### src/rtl/multicycle_control_if.sv
// Controller <-> datapath bundle for the multicycle MIPS-subset core.
// The master modport is the controller side; the slave modport is the datapath side.
interface multicycle_control_if;
   logic [31:0] instruction;
   logic        rs_neg;
   logic        mem_ready;
   logic        pc_write;
   logic        ir_write;
   logic        i_or_d;
   logic        mem_read;
   logic        mem_write;
   logic        reg_write;
   logic        reg_dest;
   logic        mem_to_reg;
   logic        alu_src_a;
   logic [1:0]  alu_src_b;
   logic [1:0]  alu_control;
   logic [1:0]  pc_source;
   logic        instr_retired;
   logic        illegal_op;
   logic        fault;
   logic [3:0]  state;

   modport master (
      input  instruction, rs_neg, mem_ready,
      output pc_write, ir_write, i_or_d, mem_read, mem_write, reg_write,
             reg_dest, mem_to_reg, alu_src_a, alu_src_b, alu_control,
             pc_source, instr_retired, illegal_op, fault, state
   );

   modport slave (
      output instruction, rs_neg, mem_ready,
      input  pc_write, ir_write, i_or_d, mem_read, mem_write, reg_write,
             reg_dest, mem_to_reg, alu_src_a, alu_src_b, alu_control,
             pc_source, instr_retired, illegal_op, fault, state
   );
endinterface

### src/rtl/multicycle_control.sv
// Moore FSM sequencing the shared-memory, single-ALU multicycle datapath.
// Memory waits stall on mem_ready; a watchdog traps a memory that never answers.
module multicycle_control #(
   parameter int unsigned TIMEOUT = 255,
   parameter int unsigned CNT_W   = 8
) (
   input logic                  clk,
   input logic                  reset,
   multicycle_control_if.master ctrl
);

   // Encoding is visible on the debug state port, so values are pinned.
   typedef enum logic [3:0] {
      S_RST      = 4'd0,
      S_FETCH    = 4'd1,
      S_DECODE   = 4'd2,
      S_EXEC_R   = 4'd3,
      S_R_WB     = 4'd4,
      S_EXEC_I   = 4'd5,
      S_I_WB     = 4'd6,
      S_MEM_ADDR = 4'd7,
      S_MEM_RD   = 4'd8,
      S_LW_WB    = 4'd9,
      S_MEM_WR   = 4'd10,
      S_BRANCH   = 4'd11,
      S_JUMP     = 4'd12,
      S_JR_S     = 4'd13,
      S_FAULT    = 4'd14
   } state_t;

   localparam logic [5:0] OP_RTYPE  = 6'b000000;
   localparam logic [5:0] OP_REGIMM = 6'b000001;
   localparam logic [5:0] OP_J      = 6'b000010;
   localparam logic [5:0] OP_ADDI   = 6'b001000;
   localparam logic [5:0] OP_LW     = 6'b100011;
   localparam logic [5:0] OP_SW     = 6'b101011;

   localparam logic [5:0] FN_SUBU = 6'b100011;
   localparam logic [5:0] FN_NOR  = 6'b100111;
   localparam logic [5:0] FN_SLTU = 6'b101011;
   localparam logic [5:0] FN_JR   = 6'b001000;

   state_t           state_q;
   state_t           state_d;
   logic [CNT_W-1:0] wait_cnt;
   logic             illegal_q;
   logic [5:0]       op;
   logic [5:0]       funct;
   logic             in_wait;
   logic             timeout_hit;
   logic             dec_nop;
   logic             dec_illegal;
   logic             unused_bits;

   assign op          = ctrl.instruction[31:26];
   assign funct       = ctrl.instruction[5:0];
   assign unused_bits = ^ctrl.instruction[25:6];

   assign in_wait     = state_q inside {S_FETCH, S_MEM_RD, S_MEM_WR};
   // mem_ready on the last allowed cycle wins over the watchdog.
   assign timeout_hit = (TIMEOUT != 0) && in_wait && !ctrl.mem_ready &&
                        (wait_cnt == CNT_W'(TIMEOUT - 1));

   // Instructions that retire straight out of DECODE.
   always_comb begin
      // NOTE: every variable driven here gets a default first, so no path can infer a latch.
      dec_nop     = 1'b0;
      dec_illegal = 1'b0;
      case (op)
         OP_RTYPE: dec_nop = !(funct inside {FN_SUBU, FN_NOR, FN_SLTU, FN_JR});
         OP_ADDI, OP_LW, OP_SW, OP_REGIMM, OP_J: ;
         default:  dec_illegal = 1'b1;
      endcase
   end

   // State register.
   always_ff @(posedge clk or posedge reset) begin
      // NOTE: sequential state uses non-blocking assignments so every register samples pre-edge values.
      if (reset) state_q <= S_RST;
      else       state_q <= state_d;
   end

   // Watchdog counter and sticky illegal-opcode flag.
   always_ff @(posedge clk or posedge reset) begin
      if (reset) begin
         wait_cnt  <= '0;
         illegal_q <= 1'b0;
      end else begin
         if (state_d != state_q)
            wait_cnt <= '0;
         else if (in_wait && !ctrl.mem_ready)
            wait_cnt <= wait_cnt + CNT_W'(1);
         if (state_q == S_DECODE && dec_illegal)
            illegal_q <= 1'b1;
      end
   end

   // Next-state logic.
   always_comb begin
      state_d = state_q;
      case (state_q)
         S_RST:    state_d = S_FETCH;
         S_FETCH:  if (ctrl.mem_ready) state_d = S_DECODE;
         S_DECODE: begin
            case (op)
               OP_RTYPE: begin
                  if (funct == FN_JR) state_d = S_JR_S;
                  else if (dec_nop)   state_d = S_FETCH;
                  else                state_d = S_EXEC_R;
               end
               OP_ADDI:      state_d = S_EXEC_I;
               OP_LW, OP_SW: state_d = S_MEM_ADDR;
               OP_REGIMM:    state_d = S_BRANCH;
               OP_J:         state_d = S_JUMP;
               default:      state_d = S_FETCH;
            endcase
         end
         S_EXEC_R:   state_d = S_R_WB;
         S_R_WB:     state_d = S_FETCH;
         S_EXEC_I:   state_d = S_I_WB;
         S_I_WB:     state_d = S_FETCH;
         S_MEM_ADDR: state_d = (op == OP_LW) ? S_MEM_RD : S_MEM_WR;
         S_MEM_RD:   if (ctrl.mem_ready) state_d = S_LW_WB;
         S_LW_WB:    state_d = S_FETCH;
         S_MEM_WR:   if (ctrl.mem_ready) state_d = S_FETCH;
         S_BRANCH, S_JUMP, S_JR_S: state_d = S_FETCH;
         S_FAULT:    state_d = S_FAULT;
         default:    state_d = S_FAULT;   // unused encoding is treated as corruption
      endcase
      if (timeout_hit) state_d = S_FAULT;
   end

   // Output decode; pc_write/ir_write/instr_retired take the documented input qualifiers.
   always_comb begin
      ctrl.pc_write      = 1'b0;
      ctrl.ir_write      = 1'b0;
      ctrl.i_or_d        = 1'b0;
      ctrl.mem_read      = 1'b0;
      ctrl.mem_write     = 1'b0;
      ctrl.reg_write     = 1'b0;
      ctrl.reg_dest      = 1'b0;
      ctrl.mem_to_reg    = 1'b0;
      ctrl.alu_src_a     = 1'b0;
      ctrl.alu_src_b     = 2'b00;
      ctrl.alu_control   = 2'b00;
      ctrl.pc_source     = 2'b00;
      ctrl.instr_retired = 1'b0;
      ctrl.fault         = 1'b0;
      case (state_q)
         S_FETCH: begin
            ctrl.mem_read  = 1'b1;
            ctrl.alu_src_b = 2'b01;
            ctrl.ir_write  = ctrl.mem_ready;
            ctrl.pc_write  = ctrl.mem_ready;
         end
         S_DECODE: begin
            ctrl.alu_src_b     = 2'b11;
            ctrl.instr_retired = dec_nop | dec_illegal;
         end
         S_EXEC_R: begin
            ctrl.alu_src_a = 1'b1;
            case (funct)
               FN_SUBU: ctrl.alu_control = 2'b01;
               FN_NOR:  ctrl.alu_control = 2'b10;
               FN_SLTU: ctrl.alu_control = 2'b11;
               default: ctrl.alu_control = 2'b00;
            endcase
         end
         S_R_WB: begin
            ctrl.reg_write     = 1'b1;
            ctrl.reg_dest      = 1'b1;
            ctrl.instr_retired = 1'b1;
         end
         S_EXEC_I, S_MEM_ADDR: begin
            ctrl.alu_src_a = 1'b1;
            ctrl.alu_src_b = 2'b10;
         end
         S_I_WB: begin
            ctrl.reg_write     = 1'b1;
            ctrl.instr_retired = 1'b1;
         end
         S_MEM_RD: begin
            ctrl.mem_read = 1'b1;
            ctrl.i_or_d   = 1'b1;
         end
         S_LW_WB: begin
            ctrl.reg_write     = 1'b1;
            ctrl.mem_to_reg    = 1'b1;
            ctrl.instr_retired = 1'b1;
         end
         S_MEM_WR: begin
            ctrl.mem_write     = 1'b1;
            ctrl.i_or_d        = 1'b1;
            ctrl.instr_retired = ctrl.mem_ready;
         end
         S_BRANCH: begin
            ctrl.pc_source     = 2'b01;
            ctrl.pc_write      = ctrl.rs_neg;
            ctrl.instr_retired = 1'b1;
         end
         S_JUMP: begin
            ctrl.pc_source     = 2'b10;
            ctrl.pc_write      = 1'b1;
            ctrl.instr_retired = 1'b1;
         end
         S_JR_S: begin
            ctrl.pc_source     = 2'b11;
            ctrl.pc_write      = 1'b1;
            ctrl.instr_retired = 1'b1;
         end
         S_FAULT: ctrl.fault = 1'b1;
         default: ;
      endcase
   end

   assign ctrl.illegal_op = illegal_q;
   assign ctrl.state      = state_q;

endmodule

### src/flat_wrapper.sv
// flat-port wrapper written by rule: the top's interface ports become plain ports
module multicycle_control_flat 
#(
   parameter int unsigned TIMEOUT = 255,
   parameter int unsigned CNT_W   = 8
)
  (clk, reset, ctrl_instruction, ctrl_rs_neg, ctrl_mem_ready, ctrl_pc_write, ctrl_ir_write, ctrl_i_or_d, ctrl_mem_read, ctrl_mem_write, ctrl_reg_write, ctrl_reg_dest, ctrl_mem_to_reg, ctrl_alu_src_a, ctrl_alu_src_b, ctrl_alu_control, ctrl_pc_source, ctrl_instr_retired, ctrl_illegal_op, ctrl_fault, ctrl_state);
  multicycle_control_if ctrl_i ();
  input logic clk;
  input logic reset;
  input wire logic [$bits(ctrl_i.instruction)-1:0] ctrl_instruction;
  input wire logic [$bits(ctrl_i.rs_neg)-1:0] ctrl_rs_neg;
  input wire logic [$bits(ctrl_i.mem_ready)-1:0] ctrl_mem_ready;
  output wire logic [$bits(ctrl_i.pc_write)-1:0] ctrl_pc_write;
  output wire logic [$bits(ctrl_i.ir_write)-1:0] ctrl_ir_write;
  output wire logic [$bits(ctrl_i.i_or_d)-1:0] ctrl_i_or_d;
  output wire logic [$bits(ctrl_i.mem_read)-1:0] ctrl_mem_read;
  output wire logic [$bits(ctrl_i.mem_write)-1:0] ctrl_mem_write;
  output wire logic [$bits(ctrl_i.reg_write)-1:0] ctrl_reg_write;
  output wire logic [$bits(ctrl_i.reg_dest)-1:0] ctrl_reg_dest;
  output wire logic [$bits(ctrl_i.mem_to_reg)-1:0] ctrl_mem_to_reg;
  output wire logic [$bits(ctrl_i.alu_src_a)-1:0] ctrl_alu_src_a;
  output wire logic [$bits(ctrl_i.alu_src_b)-1:0] ctrl_alu_src_b;
  output wire logic [$bits(ctrl_i.alu_control)-1:0] ctrl_alu_control;
  output wire logic [$bits(ctrl_i.pc_source)-1:0] ctrl_pc_source;
  output wire logic [$bits(ctrl_i.instr_retired)-1:0] ctrl_instr_retired;
  output wire logic [$bits(ctrl_i.illegal_op)-1:0] ctrl_illegal_op;
  output wire logic [$bits(ctrl_i.fault)-1:0] ctrl_fault;
  output wire logic [$bits(ctrl_i.state)-1:0] ctrl_state;
  assign ctrl_i.instruction = ctrl_instruction;
  assign ctrl_i.rs_neg = ctrl_rs_neg;
  assign ctrl_i.mem_ready = ctrl_mem_ready;
  assign ctrl_pc_write = ctrl_i.pc_write;
  assign ctrl_ir_write = ctrl_i.ir_write;
  assign ctrl_i_or_d = ctrl_i.i_or_d;
  assign ctrl_mem_read = ctrl_i.mem_read;
  assign ctrl_mem_write = ctrl_i.mem_write;
  assign ctrl_reg_write = ctrl_i.reg_write;
  assign ctrl_reg_dest = ctrl_i.reg_dest;
  assign ctrl_mem_to_reg = ctrl_i.mem_to_reg;
  assign ctrl_alu_src_a = ctrl_i.alu_src_a;
  assign ctrl_alu_src_b = ctrl_i.alu_src_b;
  assign ctrl_alu_control = ctrl_i.alu_control;
  assign ctrl_pc_source = ctrl_i.pc_source;
  assign ctrl_instr_retired = ctrl_i.instr_retired;
  assign ctrl_illegal_op = ctrl_i.illegal_op;
  assign ctrl_fault = ctrl_i.fault;
  assign ctrl_state = ctrl_i.state;
  multicycle_control #(.TIMEOUT(TIMEOUT), .CNT_W(CNT_W)) u_core (.clk(clk), .reset(reset), .ctrl(ctrl_i));
endmodule
### config.mk
export PLATFORM = sky130hd
export DESIGN_NAME = multicycle_control_flat
export DESIGN_NICKNAME = d
export VERILOG_FILES = /design/src/rtl/multicycle_control_if.sv /design/src/rtl/multicycle_control.sv /design/src/flat_wrapper.sv
export SDC_FILE = /design/constraint.sdc
export NUM_CORES = 1
export LEC_CHECK = 0
export ABC_CLOCK_PERIOD_IN_PS = 2870
export CAP_MARGIN = 20
export CORE_MARGIN = 2
export CORE_UTILIZATION = 40
export DETAILED_ROUTE_END_ITERATION = 8
export GPL_TIMING_DRIVEN = 0
export PLACE_DENSITY = 0.77
export SYNTH_ARGS = -nofsm -noshare
export SYNTH_HDL_FRONTEND = slang
export SYNTH_SLANG_ARGS = --single-unit
### constraint.sdc
create_clock -name clk -period 2.87 [get_ports clk]
set_clock_uncertainty 0.05 [all_clocks]
set_input_delay 0.574 -clock clk [delete_from_list [all_inputs] [get_ports clk]]
set_output_delay 0.574 -clock clk [all_outputs]
set_load 0.02 [all_outputs]
==> results.md <==
* Status: finished with violations
* Failing checks: setup timing
* Clk_lat worst skew at 280 ps
* Count leader, synth: nand2_1
* RSZ-0062 raised after global routing: yes
* # hold bufs at CTS at 0
* Worst Setup SP: u_core.ctrl.state[2]
* Ratio of final minimum period to clock period at 101%
* TNS Setup at -35.7 ps
* Post-synth EDFFs at 0
* Fmax at 344 MHz
* # fillers at 231
* DR top layer: met4
* H-Tree Level Count at 1
* Wl on met1 at 1.87 mm
* Cell area after layout at 0.00217 sq mm
* Routed wl met2 at 2.50 mm
* Met3 WL at 281 microns
* Congestion Overflow GR at 0
* Total power at 0.00183 W
* FF-to-FF setup slack at 200 ps
* LEAKAGE at 0.845 nW
* Clk root buf: clkbuf_4
* Seq cells post-synth at 13
* Worst slew margin at 67.4%
* N_diodes at 0
* Buffers on Ports at 36
* Nets@finish at 266
* DRT Pass-1 Iters at 4
* CTS sink count at 13
* Final-report hold violation count at 0
* Endpoints failing setup at 1
* Die area at 0.00379 sq mm
* I/O Pins at 58
* Ranking of synthesized cells by area: dfrtp_1 25%, nand2_1 5.9%, nor3_1 5.7%, xnor2_1 5.3%, nor2_1 3.4%
* Max VDD drop at 531 uV
* Top_reg_cell synth: dfrtp_1
* Worst EP required at 2250 ps
* Fin cells at 271
* Num CTS Buffers at 3
* Worst setup SP type: flip-flop
* Critical Path Sink Type: output port
* Worst-path clk slew at 90 ps
* Core Area at 0.00310 sq mm
* Final worst slack at -35.7 ps
* Final WL at 4.80 mm
* WP data arrival at 2280 ps
* Vias in the first global route at 1496
* Leading area contributor after synthesis: dfrtp_1
* YS warnings at 0
* Die Span Y at 61.6 microns
* Post-DRT Antenna Nets at 0
* Max-cap violations at 0
* FF-to-FF path depth at 14
* Post-Syn Nets at 199
* Crit Reg-Reg Endpoint: u_core.ctrl.state[0]
* Post-Place Cells at 241
* Clk buf depth at 2
* Post-synth top cells: 21 x nand2_1, 15 x nor3_1, 13 x dfrtp_1, 12 x nor2_1, 8 x xnor2_1
* Top cell type's share of synthesized area at 24.6%
* Worst hold path depth at 1
* GRT Total Usage at 25.5%
* Share of synthesized registers carrying an async set or reset at 100%
* DRC at 0
* Final Core Density at 69.9%
* Max-slew violation count at 0
* Seq/Total Area, Yosys at 24.6%
* Vias per inst at 5.94
* Setup crit end: ctrl_fault
* Initial antenna violation count at 0
* Post-synthesis area per instance at 8.23 sq um
* First-pass GRT wire length at 7.13 mm
* Type of the most critical hold path: reg -> reg
* Mapped cell area at 0.00133 sq mm
* Area growth syn-to-layout at 63.7%
* Reg-to-Reg Start: u_core.ctrl.state[1]
* Cell count after synthesis at 161
* Dpl hpwl at 2.78 mm
* PD cells at 842 mW/mm^2
* Iter 0 DRT Violations at 123
* Vias at 1611
* Initial Util at 42.7%
* Die W at 61.6 microns
* Worst slew pin tran at 488 ps
* GPL Wtd Cong at 0.883
* Routed WL per cell at 17.7 microns
* Largest net degree at the start of global routing at 14
* Layout cells sized above 1 at 38.8%
* Post-DP Area at 0.00175 sq mm
* Min Clock Period, post-route at 2910 ps
* CTS tree: built
* Crit Path Max Fanout at 10
* Row cnt at 20
* CP Class: reg -> out
* Yosys cell types at 57
[worst min path at each step]
stage | start | to
final | u_core.ctrl.illegal_op | u_core.ctrl.illegal_op
after global routing | u_core.ctrl.illegal_op | u_core.ctrl.illegal_op
after CTS | u_core.ctrl.illegal_op | u_core.ctrl.illegal_op
after detailed placement | u_core.ctrl.illegal_op | u_core.ctrl.illegal_op
after global placement | u_core.ctrl.illegal_op | u_core.ctrl.illegal_op
after floorplan | reset | u_core.ctrl.illegal_op
[where the power goes]
part           switching, W  internal, W
Combinational      0.000796     0.000643
Clock             0.0000652    0.0000539
Sequential        0.0000512     0.000217
Total              0.000912     0.000914
[registers in the layout (all words and copies together), names as in the netlist]
register and flops:
u_core.wait_cnt 8, u_core.ctrl.state 4, u_core.ctrl.illegal_op 1
[worst max-delay path, stage by stage (launching register included)]
cell	delay [ps]
dfrtp_2	450
buf_6	160
nor4b_4	350
nand3_1	150
o21a_1	210
o2111ai_2	100
o211ai_4	120
nor4b_2	250
buf_2	200
[per-stage QoR]
stage          setup WS [ps]  hold WS, ps
4_1_cts                -63.3          423
2_1_floorplan           27.9          401
3_3_place_gp           -1010          399
3_5_place_dp           -1010          400
6_report               -35.7          421
5_1_grt                 -111          450
[routing by layer]
layer | up-vias | track usage, %
li1 | 741 | -
met1 | 771 | 32.1
met5 | - | 0
met2 | 84 | 44.1
met4 | 0 | 9.12
met3 | 15 | 3.78
[repair_timing]
item / in CTS / in global routing
setup buffers: 19 / 9
setup endpoints to repair: 3 / 8
pin swaps: 12 / 12
gates resized for setup: 59 / 41
[layout by cell type, fill, tap and decap left out, types with 5 or more instances in the layout]
master | synthesis | final
buf_4 | 2 | 28
nand2_1 | 21 | 20
clkdlybuf4s50_1 | 0 | 18
nor3_1 | 15 | 14
nor2_1 | 12 | 11
dfrtp_1 | 13 | 10
dlygate4sd2_1 | 0 | 9
xnor2_1 | 8 | 8
buf_6 | 1 | 5
nand3_1 | 5 | 5
[cell families (layout without fill, tap and decap cells)]
group | count (synthesis) | in the layout | synth area share, %
muxes | 1 | 1 | 0.755
AOI/OAI and AO/OA | 40 | 40 | 27.3
xor gates and xnor gates | 9 | 9 | 5.95
adders and majority gates | 2 | 2 | 1.89
and+or+nand+nor | 81 | 81 | 33.8
buffers and inverters | 15 | 81 | 5.76
DFF | 13 | 13 | 24.6
[cell type report]
| type | instances | area (sq um) | area share (%) |
|---|---|---|---|
| Inverter | 6 | 28.8 | 1.33 |
| Sequential cell | 13 | 329 | 15.2 |
| Buffer | 9 | 73.8 | 3.40 |
| Tap cell | 44 | 55.1 | 2.54 |
| Multi-Input combinational cell | 133 | 1140 | 52.6 |
| Clock buffer | 4 | 26.3 | 1.21 |
| Timing Repair Buffer | 62 | 515 | 23.8 |
No activity file was read; power rests on OpenSTA's default activity.
==> RTL edit 1, RTL diff (same flow settings) <==
`CNT_W` is set to 8 in 2 places; all go to 12.
--- a/src/rtl/multicycle_control.sv
+++ b/src/rtl/multicycle_control.sv
@@ -2,7 +2,7 @@
 // Memory waits stall on mem_ready; a watchdog traps a memory that never answers.
 module multicycle_control #(
    parameter int unsigned TIMEOUT = 255,
-   parameter int unsigned CNT_W   = 8
+   parameter int unsigned CNT_W   = 12
 ) (
    input logic                  clk,
    input logic                  reset,
--- a/src/flat_wrapper.sv
+++ b/src/flat_wrapper.sv
@@ -2,7 +2,7 @@
 module multicycle_control_flat 
 #(
    parameter int unsigned TIMEOUT = 255,
-   parameter int unsigned CNT_W   = 8
+   parameter int unsigned CNT_W   = 12
 )
   (clk, reset, ctrl_instruction, ctrl_rs_neg, ctrl_mem_ready, ctrl_pc_write, ctrl_ir_write, ctrl_i_or_d, ctrl_mem_read, ctrl_mem_write, ctrl_reg_write, ctrl_reg_dest, ctrl_mem_to_reg, ctrl_alu_src_a, ctrl_alu_src_b, ctrl_alu_control, ctrl_pc_source, ctrl_instr_retired, ctrl_illegal_op, ctrl_fault, ctrl_state);
   multicycle_control_if ctrl_i ();
Behaviour: same outputs for any inputs over 10 cycles, from zero or initial values and one cycle with reset high; that may be too few to reach the edited logic, so the function may still have changed.
==> RTL edit 1 against the original RTL <==
- die area rose by 6.6%
- setup slack better by 0.15 ns
- area after synthesis increased by 7.1%
- wire length is 31% lower
- power shrank 20%
- sequential cell count increased by 4
- combinational power shrank 30%
- utilization is 14 points lower
- synthesized cell count increased by 9.9%
- cell area shrank 14%
- critical path type is now input pin to output port
==> RTL edit 1: results (changes against the original RTL) <==
power per cell area=784 nW/um^2 (-6.9%); Lkg Pwr=0.000719 uW (-15%); final wirelength=3.30 mm (-31%); largest net degree at the start of global routing=18 (+4); Critical Path Fanout Max=8 (-2); max incr delay on CP=0.53 ns (+0.08 ns); R2R Path End=u_core.wait_cnt[2]$_DFFE_PP0P_; fin cells=260 (-4.1%); top post-synthesis cells by area=dfrtp_1 30%, nor2_1 9.0%, xnor2_1 3.7%, nand3_1 3.5%, a21oi_1 3.2%; FMAX=363 MHz (+5.4%); mux cell area share after synthesis=0% (-0.76 points); Largest register FFs=12 (+4); adder-cell share of the synthesized area=1.76% (-0.12 points); Synth Area in Compound Gates=19.9% (-7.4 points); final net count=253 (-4.9%); CP top delay family=buffers and inverters; post-place setup slack=-0.350 ns (+0.665 ns); P_int=774 uW (-15%); Worst Setup SP=ctrl_instruction[27]; post-synthesis sequential area ratio=30.0% (+5.4 points); drt via density=5.36 (-9.8%); post-DP HPWL=2.56 mm (-7.6%); cell count of the worst reg-to-reg path=6 (-8); Starting DRT DRC Count=33 (-73%); most common library cells after synthesis=34 x nor2_1, 17 x dfrtp_1, 10 x nand3_1; Combinational Power Share=68.9% (-9.9 points); Worst Tran Pin Value=0.627 ns (+0.139 ns); IR drop worst, VDD=0.462 mV (-13%); Flop+latch power=332 uW (+24%); first-pass GRT wire length=5.73 mm (-20%); hold_ws=0.423 ns (+0.00129 ns); Hold EP=u_core.ctrl.illegal_op$_DFFE_PP0P_; CP max-delay cell=clkdlybuf4s50_1; cell area after placement=1840 sq um (+5.2%); Reg-to-Reg Start=u_core.ctrl.state[0]$_DFF_PP0_; Tot GR Track Use=17.2% (-8.2 points); ys async rst share=100% (unchanged); RD Place Congestion=0.804 (-8.9%); R2R Setup Slk=0.64 ns (+0.44 ns); CP arrival=2.13 ns (-0.15 ns); Synth Area in XOR/XNOR=5.56% (-0.39 points); outcome=complete, no violations; Setup crit end=ctrl_instr_retired; vias in the first global route=1283 (-14%); Yosys cell types=52 (-8.8%); Avg Cell Area, Syn=8.02 sq um (-2.6%)
[RTL edit 1: layout make-up]
| cell class | instances | area [sq um] |
|---|---|---|
| multi-input cells | 145 | 927 |
| inverters | 5 | 18.8 |
| fillers | 334 | 1490 |
| clock buffers | 4 | 26.3 |
| flip-flops and latches | 17 | 425 |
| well taps | 46 | 57.6 |
| plain buffers | 7 | 58.8 |
| repair buffers | 36 | 358 |
[RTL edit 1: metal layers]
layer  share of wire [%]  up-vias  global-route usage [%]
li1                    -      720                       -
met1                  50      654                    24.6
met2                  47       18                    27.9
met3                 2.7        2                    3.21
met4                0.45        0                    1.90
met5                   0        -                       0
[RTL edit 1: timing repair]
item | in CTS | in global routing
buffers inserted | 0 | 0
endpoints found under the setup margin | 7 | 7
pin swaps | 0 | 0
resized for setup | 5 | 10
==> RTL edit 2, RTL diff (same settings) <==
Made on the original files. Make the reset (`reset`) synchronous in 2 clocked blocks.
--- a/src/rtl/multicycle_control.sv
+++ b/src/rtl/multicycle_control.sv
@@ -74,14 +74,14 @@
    end
 
    // State register.
-   always_ff @(posedge clk or posedge reset) begin
+   always_ff @(posedge clk) begin
       // NOTE: sequential state uses non-blocking assignments so every register samples pre-edge values.
       if (reset) state_q <= S_RST;
       else       state_q <= state_d;
    end
 
    // Watchdog counter and sticky illegal-opcode flag.
-   always_ff @(posedge clk or posedge reset) begin
+   always_ff @(posedge clk) begin
       if (reset) begin
          wait_cnt  <= '0;
          illegal_q <= 1'b0;
Function: differs if reset is asserted again (counterexample within 4 cycles, from zero or initial values and one cycle with reset high); with reset held inactive, the same outputs for 10 cycles.
==> RTL edit 2 against the original RTL <==
- synthesized cell count is the same
- register-to-register slack gained 0.58 ns
- wire length shrank 33%
- count of clock-buffer cells in the layout shrank 1
- fmax grew 4.5%
- via count shrank 13%
- cell count shrank 15%
- area after synthesis shrank 7.5%
- setup slack gained 0.13 ns
- sequential cell count is the same
- cell area shrank 24%
- critical path type is now input pin to output port
- highest routed layer unchanged
Power is left out: it rests on default switching activity, and per cell area and clock period it moved more than threefold.
==> RTL edit 2: results (changes against the original RTL) <==
max incr delay on CP=0.54 ns (+0.09 ns); top post-synthesis cells by area=dfxtp_1 21%, nor4_1 7.1%, nor2_1 5.2%, a21oi_1 4.5%, xnor2_1 3.6%; Top FF cell, synth=dfxtp_1; Critical Path Fanout Max=2 (-8); mux cell area share after synthesis=0.816% (+0.061 points); Worst Setup SP=ctrl_instruction[1]; hold_ws=0.459 ns (+0.0374 ns); Worst Tran Pin Value=0.439 ns (-0.0493 ns); via count=1396 (-13%); Inst Count DP=229 (-5.0%); Num CTS Buffers=3 (unchanged); most common library cells after synthesis=17 x nor2_1, 14 x nor4_1, 13 x dfxtp_1; largest net degree at the start of global routing=20 (+6); CP max-delay cell=or4b_4; cell area after placement=1620 sq um (-7.3%); RD Place Congestion=0.880 (-0.41%); CP arrival=2.16 ns (-0.12 ns); post-synthesis sequential area ratio=21.2% (-3.3 points); Reg-to-Reg Start=u_core.ctrl.state[2]$_SDFF_PP0_; CP top delay family=compound AO/OA/AOI/OAI gates; Mapped Nets=199 (unchanged); Yosys cell types=55 (-3.5%); Synth Area in Compound Gates=24.3% (-3.0 points); Tot GR Track Use=18.6% (-6.9 points); first-pass GRT wire length=5.35 mm (-25%); post-DP HPWL=2.58 mm (-7.1%); PortBufs=35 (-2.8%); outcome=complete, no violations; fraction of layout cells with a size suffix above 1=13.6% (-25 points); ys async rst share=0% (-100 points); adder-cell share of the synthesized area=2.04% (+0.15 points); final wirelength=3.23 mm (-33%); final net count=237 (-11%); Fillers=282 (+22%); R2R Setup Slk=0.78 ns (+0.58 ns); min-delay src=u_core.ctrl.illegal_op$_SDFFE_PP0P_; Synth Area in XOR/XNOR=7.04% (+1.1 points); Starting DRT DRC Count=51 (-59%); vias in the first global route=1212 (-19%)
RTL edit 2: what timing repair did:
item / CTS / global route
setup endpoints to repair: 5 / 5
endpoints found under the hold margin: 0 / 0
gates resized for setup: 8 / 13
buffers inserted: 1 / 0
pin swaps: 1 / 5
RTL edit 2: per-stage QoR:
step	worst slack, ns	utilization [%]
CTS	-0.154	54.9
global route	0.0158	55.3
detailed placement	-0.569	54.3
global placement	-0.568	54.3
floorplan	0.402	-
finish	0.0902	55.3
RTL edit 2: worst paths after layout:
check | to | cells after the start
max | ctrl_instr_retired | 7
min | u_core.ctrl.illegal_op$_SDFFE_PP0P_ | 2
max reg2reg | u_core.wait_cnt[6]$_SDFFE_PP0P_ | 6
min reg2reg | u_core.ctrl.illegal_op$_SDFFE_PP0P_ | 2
RTL edit 2: kinds of logic (layout without fill, tap and decap cells):
family / count (synthesis) / count (layout)
muxes: 1 / 1
DFF: 13 / 13
adders and majority gates: 2 / 2
buffers and inverters: 19 / 56
xor gates and xnor gates: 9 / 9
AOI/OAI and AO/OA: 39 / 39
and+or+nand+nor: 78 / 78
RTL edit 2: tightest hold or removal path: cells and delay by family (launching register included):
kind             cells  cell delay, ns
AO/OA/AOI/OAI        1            0.05
flip-flops           1            0.35
AND/OR/NAND/NOR      1            0.07
RTL edit 2: layer usage:
metal	track usage, %	up-vias	wire length, um
met5	0	-	0
met4	2.27	0	8
met3	2.40	2	144
met2	30.9	41	1590
met1	26.2	668	1490
li1	-	685	-
RTL edit 2: final cells by class:
cell class                      count  area (sq um)  area share, %
Clock inverter                      1          5.00          0.304
Sequential cell                    13           260           15.8
Clock buffer                        3          22.5           1.37
Multi-Input combinational cell    129           877           53.2
Inverter                            8          30.0           1.82
Timing Repair Buffer               36           350           21.3
Tap cell                           33          41.3           2.51
Buffer                              8          61.3           3.72
